===== src/rtl/sweep_gen.sv =====
// ============================================================================
// Module   : sweep_gen
// Purpose  : Programmable frequency-sweep controller. Produces the phase-
//            increment word for the dds core as a linear up-sweep, a
//            sawtooth repeat or a triangle up/down chirp, stepped at a
//            programmable tick rate.
// Revision : 1.0 - initial release
// ============================================================================
`default_nettype none

module sweep_gen #(
   parameter int FW = 18,
   parameter int DW = 16
) (
   input  logic          clk,
   input  logic          rst,
   input  logic          start,
   input  logic          stop,
   input  logic [1:0]    mode,
   input  logic [FW-1:0] f_start,
   input  logic [FW-1:0] f_stop,
   input  logic [FW-1:0] step,
   input  logic [DW-1:0] div,
   output logic [FW-1:0] freq,
   output logic          busy,
   output logic          dir,
   output logic          done,
   output logic          wrap
);

   typedef enum logic [1:0] {
      IDLE = 2'd0,
      UP   = 2'd1,
      DOWN = 2'd2
   } state_t;

   state_t        state;
   logic [FW-1:0] fs_q;
   logic [FW-1:0] fe_q;
   logic [FW-1:0] step_q;
   logic [DW-1:0] div_q;
   logic [1:0]    mode_q;
   logic [DW-1:0] cnt;

   logic          tick;
   logic          saw;
   logic          tri_mode;
   logic [FW:0]   sum;
   logic [FW:0]   diff;
   logic [FW-1:0] up_next;
   logic [FW-1:0] down_next;

   // Tick detection and the clamped next-frequency candidates, computed one
   // bit wider than the word so neither direction can wrap around.
   always_comb begin
      tick      = (state != IDLE) && (cnt == '0);
      saw       = (mode_q == 2'd1);
      tri_mode  = (mode_q == 2'd2);
      sum       = {1'b0, freq} + {1'b0, step_q};
      diff      = {1'b0, freq} - {1'b0, step_q};
      up_next   = (sum > {1'b0, fe_q}) ? fe_q : sum[FW-1:0];
      down_next = (diff[FW] || (diff[FW-1:0] < fs_q)) ? fs_q : diff[FW-1:0];
   end

   // Sweep state machine with registered outputs; stop always takes priority.
   always_ff @(posedge clk or posedge rst) begin
      if (rst) begin
         state  <= IDLE;
         freq   <= '0;
         busy   <= 1'b0;
         dir    <= 1'b0;
         done   <= 1'b0;
         wrap   <= 1'b0;
         cnt    <= '0;
         fs_q   <= '0;
         fe_q   <= '0;
         step_q <= '0;
         div_q  <= '0;
         mode_q <= 2'd0;
      end else begin
         done <= 1'b0;
         wrap <= 1'b0;
         case (state)
            IDLE: begin
               if (start && !stop) begin
                  fs_q   <= f_start;
                  fe_q   <= f_stop;
                  step_q <= step;
                  div_q  <= div;
                  mode_q <= mode;
                  freq   <= f_start;
                  if (f_start < f_stop) begin
                     state <= UP;
                     busy  <= 1'b1;
                     dir   <= 1'b0;
                     cnt   <= div;
                  end else begin
                     done <= 1'b1;
                  end
               end
            end
            default: begin
               if (stop) begin
                  state <= IDLE;
                  busy  <= 1'b0;
                  dir   <= 1'b0;
                  done  <= 1'b1;
                  cnt   <= '0;
               end else begin
                  cnt <= tick ? div_q : cnt - 1'b1;
                  if (tick) begin
                     if (state == UP) begin
                        if (saw && (freq == fe_q)) begin
                           // Sawtooth restart: this tick returns to the floor.
                           freq <= fs_q;
                           wrap <= 1'b1;
                        end else begin
                           freq <= up_next;
                           if (up_next == fe_q) begin
                              if (tri_mode) begin
                                 state <= DOWN;
                                 dir   <= 1'b1;
                                 wrap  <= 1'b1;
                              end else if (!saw) begin
                                 state <= IDLE;
                                 busy  <= 1'b0;
                                 done  <= 1'b1;
                                 cnt   <= '0;
                              end
                           end
                        end
                     end else begin
                        freq <= down_next;
                        if (down_next == fs_q) begin
                           state <= UP;
                           dir   <= 1'b0;
                           wrap  <= 1'b1;
                        end
                     end
                  end
               end
            end
         endcase
      end
   end

endmodule

`default_nettype wire


===== config.mk =====
export PLATFORM = sky130hd
export DESIGN_NAME = sweep_gen
export DESIGN_NICKNAME = d
export VERILOG_FILES = /design/src/rtl/sweep_gen.sv
export SDC_FILE = /design/constraint.sdc
export NUM_CORES = 1
export LEC_CHECK = 0
export ABC_CLOCK_PERIOD_IN_PS = 6040
export CAP_MARGIN = 20
export CELL_PAD_IN_SITES_DETAIL_PLACEMENT = 1
export CELL_PAD_IN_SITES_GLOBAL_PLACEMENT = 2
export CORE_MARGIN = 4
export CORE_UTILIZATION = 36
export CTS_CLUSTER_DIAMETER = 50
export DETAILED_ROUTE_END_ITERATION = 8
export HOLD_SLACK_MARGIN = 0.08
export PLACE_DENSITY = 0.9
export SLEW_MARGIN = 5
export SYNTH_ARGS = -nofsm -noshare
export SYNTH_HDL_FRONTEND = slang
export SYNTH_SLANG_ARGS = --single-unit

===== constraint.sdc =====
create_clock -name clk -period 6.04 [get_ports clk]
set_input_delay 0.604 -clock clk [delete_from_list [all_inputs] [get_ports clk]]
set_output_delay 0.604 -clock clk [all_outputs]
set_load 0.03 [all_outputs]

* Yosys cells after proc, flatten, opt, wreduce, memory -nomap -nowiden
Cells that the tools add are included.
W data, S select, Z words.
** Cells by class
- $add $sub $neg :: 3
- Order comparisons :: 3
- Equal/unequal tests :: 16
- Muxes and demuxes :: 68
- Reductions and logical operators :: 19
** Operators by type and width (number)
- $mux W16 :: 11
- $mux W18 :: 8
- $eq A18 B18 Y1 :: 3
- $mux W1 :: 38
- $lt A18 B18 Y1 :: 2
- $mux W2 :: 11
- $add A18 B18 Y19 :: 1
- $gt A19 B18 Y1 :: 1
- $sub A18 B18 Y19 :: 1
- $logic_not A16 Y1 :: 1
- $sub A16 B1 Y16 const B :: 1
- $reduce_and A7 Y1 :: 2
- $ne A3 B2 Y1 const B :: 3
- $reduce_bool A3 Y1 :: 3
- $ne A4 B3 Y1 const B :: 2
- $reduce_and A8 Y1 :: 1
- $ne A5 B4 Y1 const B :: 1
- $eq A2 B1 Y1 const B :: 2
- $ne A2 B2 Y1 const B :: 2
- $ne A4 B2 Y1 const B :: 1
- $reduce_and A2 Y1 :: 2
- $reduce_bool A2 Y1 :: 2
- $reduce_bool A4 Y1 :: 1
- $logic_and A1 B1 Y1 :: 3
- other kinds (6) :: 6
** Word-level totals
- Flip-flop bits (word level) :: 112
- Bits of input ports :: 76
- Output and inout port bits :: 22
- Word-level logic and storage cells :: 121

* Longest topological paths before layout
- Depth after elaboration :: 11
- Mapped depth :: 22
- Mapped depth without buffers :: 20

* Worst setup path before layout
OpenSTA, ideal clock, no wires.
- Path type :: flip-flop to flip-flop
- Start point :: register freq[0]
- End point :: register freq[10]
- Library setup time :: 0.132 ns
- Arrival :: 4.604 ns
- Data required time :: 5.908 ns
- Path slack :: 1.304 ns
- Cell stages (with the launch flop) :: 22
- Path buffers :: 2
- Clock period less this slack :: 4.736 ns
- Cell sequence :: dfrtp_1 > ha_1 > inv_1 > fa_1 > nor3_1 > o311ai_1 > a311oi_1 > o31ai_1 > a211o_1 > ha_1 > a21o_1 > a21oi_1 > o211ai_1 > a2111oi_0 > o21ai_0 > a22oi_1 > buf_2 > buf_2 > mux2i_1 > o211ai_1 > o211ai_1 > o211ai_2
** On the way
- Longest elaborated chain between the ends :: 8
- Elaborated cells between the ends (all ways) :: 14
- Classes of those cells :: add/sub: 2; order compare: 2; eq/ne: 1; mux: 7; reduce/logical: 2
** Ends and longest elaborated chain
- start, declared :: RTL line 24 : output logic [FW-1:0] freq,
- start signal, assigned :: RTL line 91 : freq <= f_start;
- start signal, assigned :: RTL line 115 : freq <= fs_q;
- start signal, assigned :: RTL line 118 : freq <= up_next;
- $add A18 B18 Y19 / $sub A18 B18 Y19 (equally long branches) :: RTL line 59, 60
- $gt A19 B18 Y1 / $lt A18 B18 Y1 (equally long branches) :: RTL line 61, 62
- $mux W18 / $logic_or A1 B1 Y1 (equally long branches) :: RTL line 61, 62
- $mux W18, on equally long branches :: RTL line 113, 62
- $mux W18 (*) :: RTL line 112 : if (state == UP) begin
- $mux W18 (*) :: RTL line 111 : if (tick) begin
- $mux W18 (*) :: RTL line 103 : if (stop) begin
- $mux W18 (*) :: RTL line 83 : case (state)
Every way passes the cells marked *; elsewhere a longest branch is shown, timed or not. The select of a mux whose other input is x is not followed.
A chain may end at the register's enable or synchronous reset.

* Final worst setup path
- Start point :: register freq[0]
- End point :: register freq[14]
Same word-level chain as after synthesis.

==> results.md <==
* Clock latency on the worst-skew pair at 0.38 ns
* Adder-cell share of the synthesized area at between 10% and 20%
* Register bit total from synthesis at between 100 and 150
* Share of layout cells above drive strength 1 at under 10%
* Layer with the highest usage: met2
* Net Count, Synth at 1408
* Final Wtd Congestion at 0.947
* Grt ovf at 0
* Number of synthesized flops with an enable pin at 0
* Register area share after synthesis at between 20% and 30%
* Simple-gate area share of the yosys netlist at roughly 17%
* Global-route track usage on met1 at a little over a third
* Combinational family with the most area after synthesis: compound AO/OA/AOI/OAI gates
* Final Cell Area at 12100 um^2
* CTS Buffer Depth at 2
* Slew margin rel. at between 20% and 30%
* Setup Skew at 0.0163 ns
* Largest net degree at the start of global routing at about 110
* Worst setup SP type: flip-flop
* Area Growth Syn to Fin at 16.6%
* Cts hold-fix bufs at 0
* Pre-Repair DR Iteration Count at 5
* Clk root buf: clkbuf_16
* Final hold viol count at 0
* Post-synthesis xor/xnor area fraction at roughly 7.6%
* TritonCTS clock tree: built
* DRC at 0
* Worst setup path category: flip-flop to flip-flop
* # diodes at 0
* Multiplexer area fraction after synthesis at ~7%
* Final period util at between 90 and 100%
* Drt total wl at 39100 um
* Post-CTS Setup Bufs at 0
* First-pass GRT wire length at around 60000 um
* Fin util at 43.1%
* Fin crit period at roughly 5.8 ns
* DRT iter0 DRCs at 774
* Buffers on Ports at 97
* Cell row count at 61
* Fmax at 0.173 GHz
* Outcome: complete, no violations
* Synth warn at 0
* Fin. max-slew vios at 0
* Via density per instance at between 5 and 6
* Die X at about 180 um
* Cts repair resizes at 0
* Grt met2 use at between 30% and 40%
* Sum Neg Setup Slack at 0 ns
* Gate Count Post-Synth at ~1200
* CP required at 6.30 ns
* Total die area at between 30000 and 40000 um^2
* Routed vias at just under 10000
* Grt met3 use at 2.99%
* Data arrival, critical path at around 6 ns
* Count of final setup violators at 0
* Initial Util at between 30 and 40%
* Clock slew at reported path FFs at roughly 0.1 ns
* Wire per inst at ~23 um
* Die Span Y at around 180 um
* Compound-Gate Fraction of Synth Area at between 20% and 30%
* Netlist cell types at 82
* Max cap viols at 0
* Critical Path Sink Type: flip-flop
* Crit path max fanout at 18
* Core Area at 28200 um^2
* Measured slew at the worst slew-check pin at 1.11 ns
* Synth async-reset ratio at 100%
* Final HPWL DP at ~30000 um
* Placed Area at between 10000 and 15000 um^2
* NumNets Final at 1478
* Worst hold path class: flip-flop to flip-flop
* Top_reg_cell synth: dfrtp_1
* Final-layout fill cell count at roughly 3300
* I/O pin count at just under 100
* Mean area per synthesized cell at between 8 and 9 um^2
* Unrepaired setup endpoints after global routing: false
* Htree depth at 3
* Syn Std Cell Area at ~10000 um^2
* Vias in the first global route at approximately 10000
* Antenna violations before repair at 0
* GR Util All Layers at approximately 25%
* Clock Sinks at around 110
* CTS Buf Count at 9
* ANT nets after route at 0
-- per-layer routing --
layer  up-vias  part of all wire (%)
met5         -                     0
met4         0                   2.3
met3        48                   5.3
met2       297                    46
met1      4931                    47
li1       4626                     -
-- synth_stat cells, types with 14 or more instances --
cell	number	share of area [%]
a21boi_0	15	1.1
a21o_1	29	2.1
a21oi_1	54	2.6
buf_2	15	0.72
clkbuf_1	43	1.6
dfrtp_1	112	27
ha_1	91	11
inv_1	97	3.5
mux2_2	27	2.9
mux2i_1	43	4.1
nand2_1	130	4.7
nand3_1	19	0.91
nand4_1	28	1.7
nor2_1	64	2.3
nor2b_1	17	1.0
nor3_1	30	1.4
o211ai_1	45	3.2
o21ai_0	91	4.4
o31ai_1	14	1.0
xnor2_1	59	5.0
xor2_1	19	1.6
-- flip-flops by register name (all words and copies together), names as in the netlist --
name / count
dir: 1
fs_q: 18
fe_q: 18
state: 2
cnt: 16
wrap: 1
mode_q: 2
done: 1
div_q: 16
step_q: 18
busy: 1
freq: 18
-- cell usage in the layout (no fill, tap or decap), types with 10 or more instances in the layout --
cell type and instances:
a21boi_0 15, nand4_1 28, ha_1 91, nor2b_1 17, o31ai_1 14, o211ai_1 45, buf_4 26, o21ai_0 91
xor2_1 19, or3_1 10, mux2i_1 43, and3_1 10, mux2_2 27, nor4_1 10, clkdlybuf4s50_1 97, a21oi_1 54
dfrtp_1 112, xnor2_1 59, a211oi_1 10, a21o_1 29, nand2_1 130, nor2_1 63, nand3_1 19, inv_1 96
nor3_1 30
-- area by class of cell --
cell class / count / area [um^2] / share of cell area [%]
Tap cell: 378 / 473 / 3.90
Multi-Input combinational cell: 963 / 6970 / 57.4
Timing Repair Buffer: 125 / 1210 / 9.94
Clock buffer: 9 / 225 / 1.86
Inverter: 98 / 370 / 3.05
Clock inverter: 7 / 93.8 / 0.773
Sequential cell: 112 / 2800 / 23.1
-- worst paths after layout --
kind	from	endpoint	slack, ns	depth (start not counted)
worst max-delay path	freq[0]	freq[14]	0.27	19
worst min-delay path	dir	dir	0.50	1
worst max register to register	freq[0]	freq[14]	0.27	19
worst min register to register	dir	dir	0.50	1
max in group asynchronous	rst	fe_q[16]	4.03	3
min in group asynchronous	rst	fs_q[3]	0.79	2
-- through the flow --
stage	worst slack, ns	cells	hold slack, ns
2_1_floorplan	1.30	1239	0.476
3_3_place_gp	0.483	1676	0.486
3_5_place_dp	0.459	1676	0.481
4_1_cts	0.420	1692	0.502
5_1_grt	0.0385	1692	0.529
6_report	0.275	1692	0.500
-- worst max-delay path: stages (launching register included) --
cell	delay [ns]
dfrtp_1	0.50
inv_1	0.08
ha_1	0.25
fa_1	0.42
and2b_1	0.29
o2111ai_1	0.23
nand3_1	0.18
nand4b_1	0.24
ha_1	0.39
nand4_1	0.22
or3_1	0.43
a21oi_1	0.28
a2111oi_0	0.12
buf_4	0.15
o21ai_0	0.44
a31o_2	0.24
o211ai_1	0.27
buf_12	0.29
mux2_2	0.29
a221o_1	0.32
-- cell families after synthesis --
kind of cell / after synthesis
fa+ha+maj: 93
simple gates: 356
buf+inv: 164
compound gates: 361
flops: 112
mux: 70
xor+xnor: 83
Power is left out: the tool's default activity adds up to more than one toggle a clock period on the data nets, which glitch-free logic cannot reach.
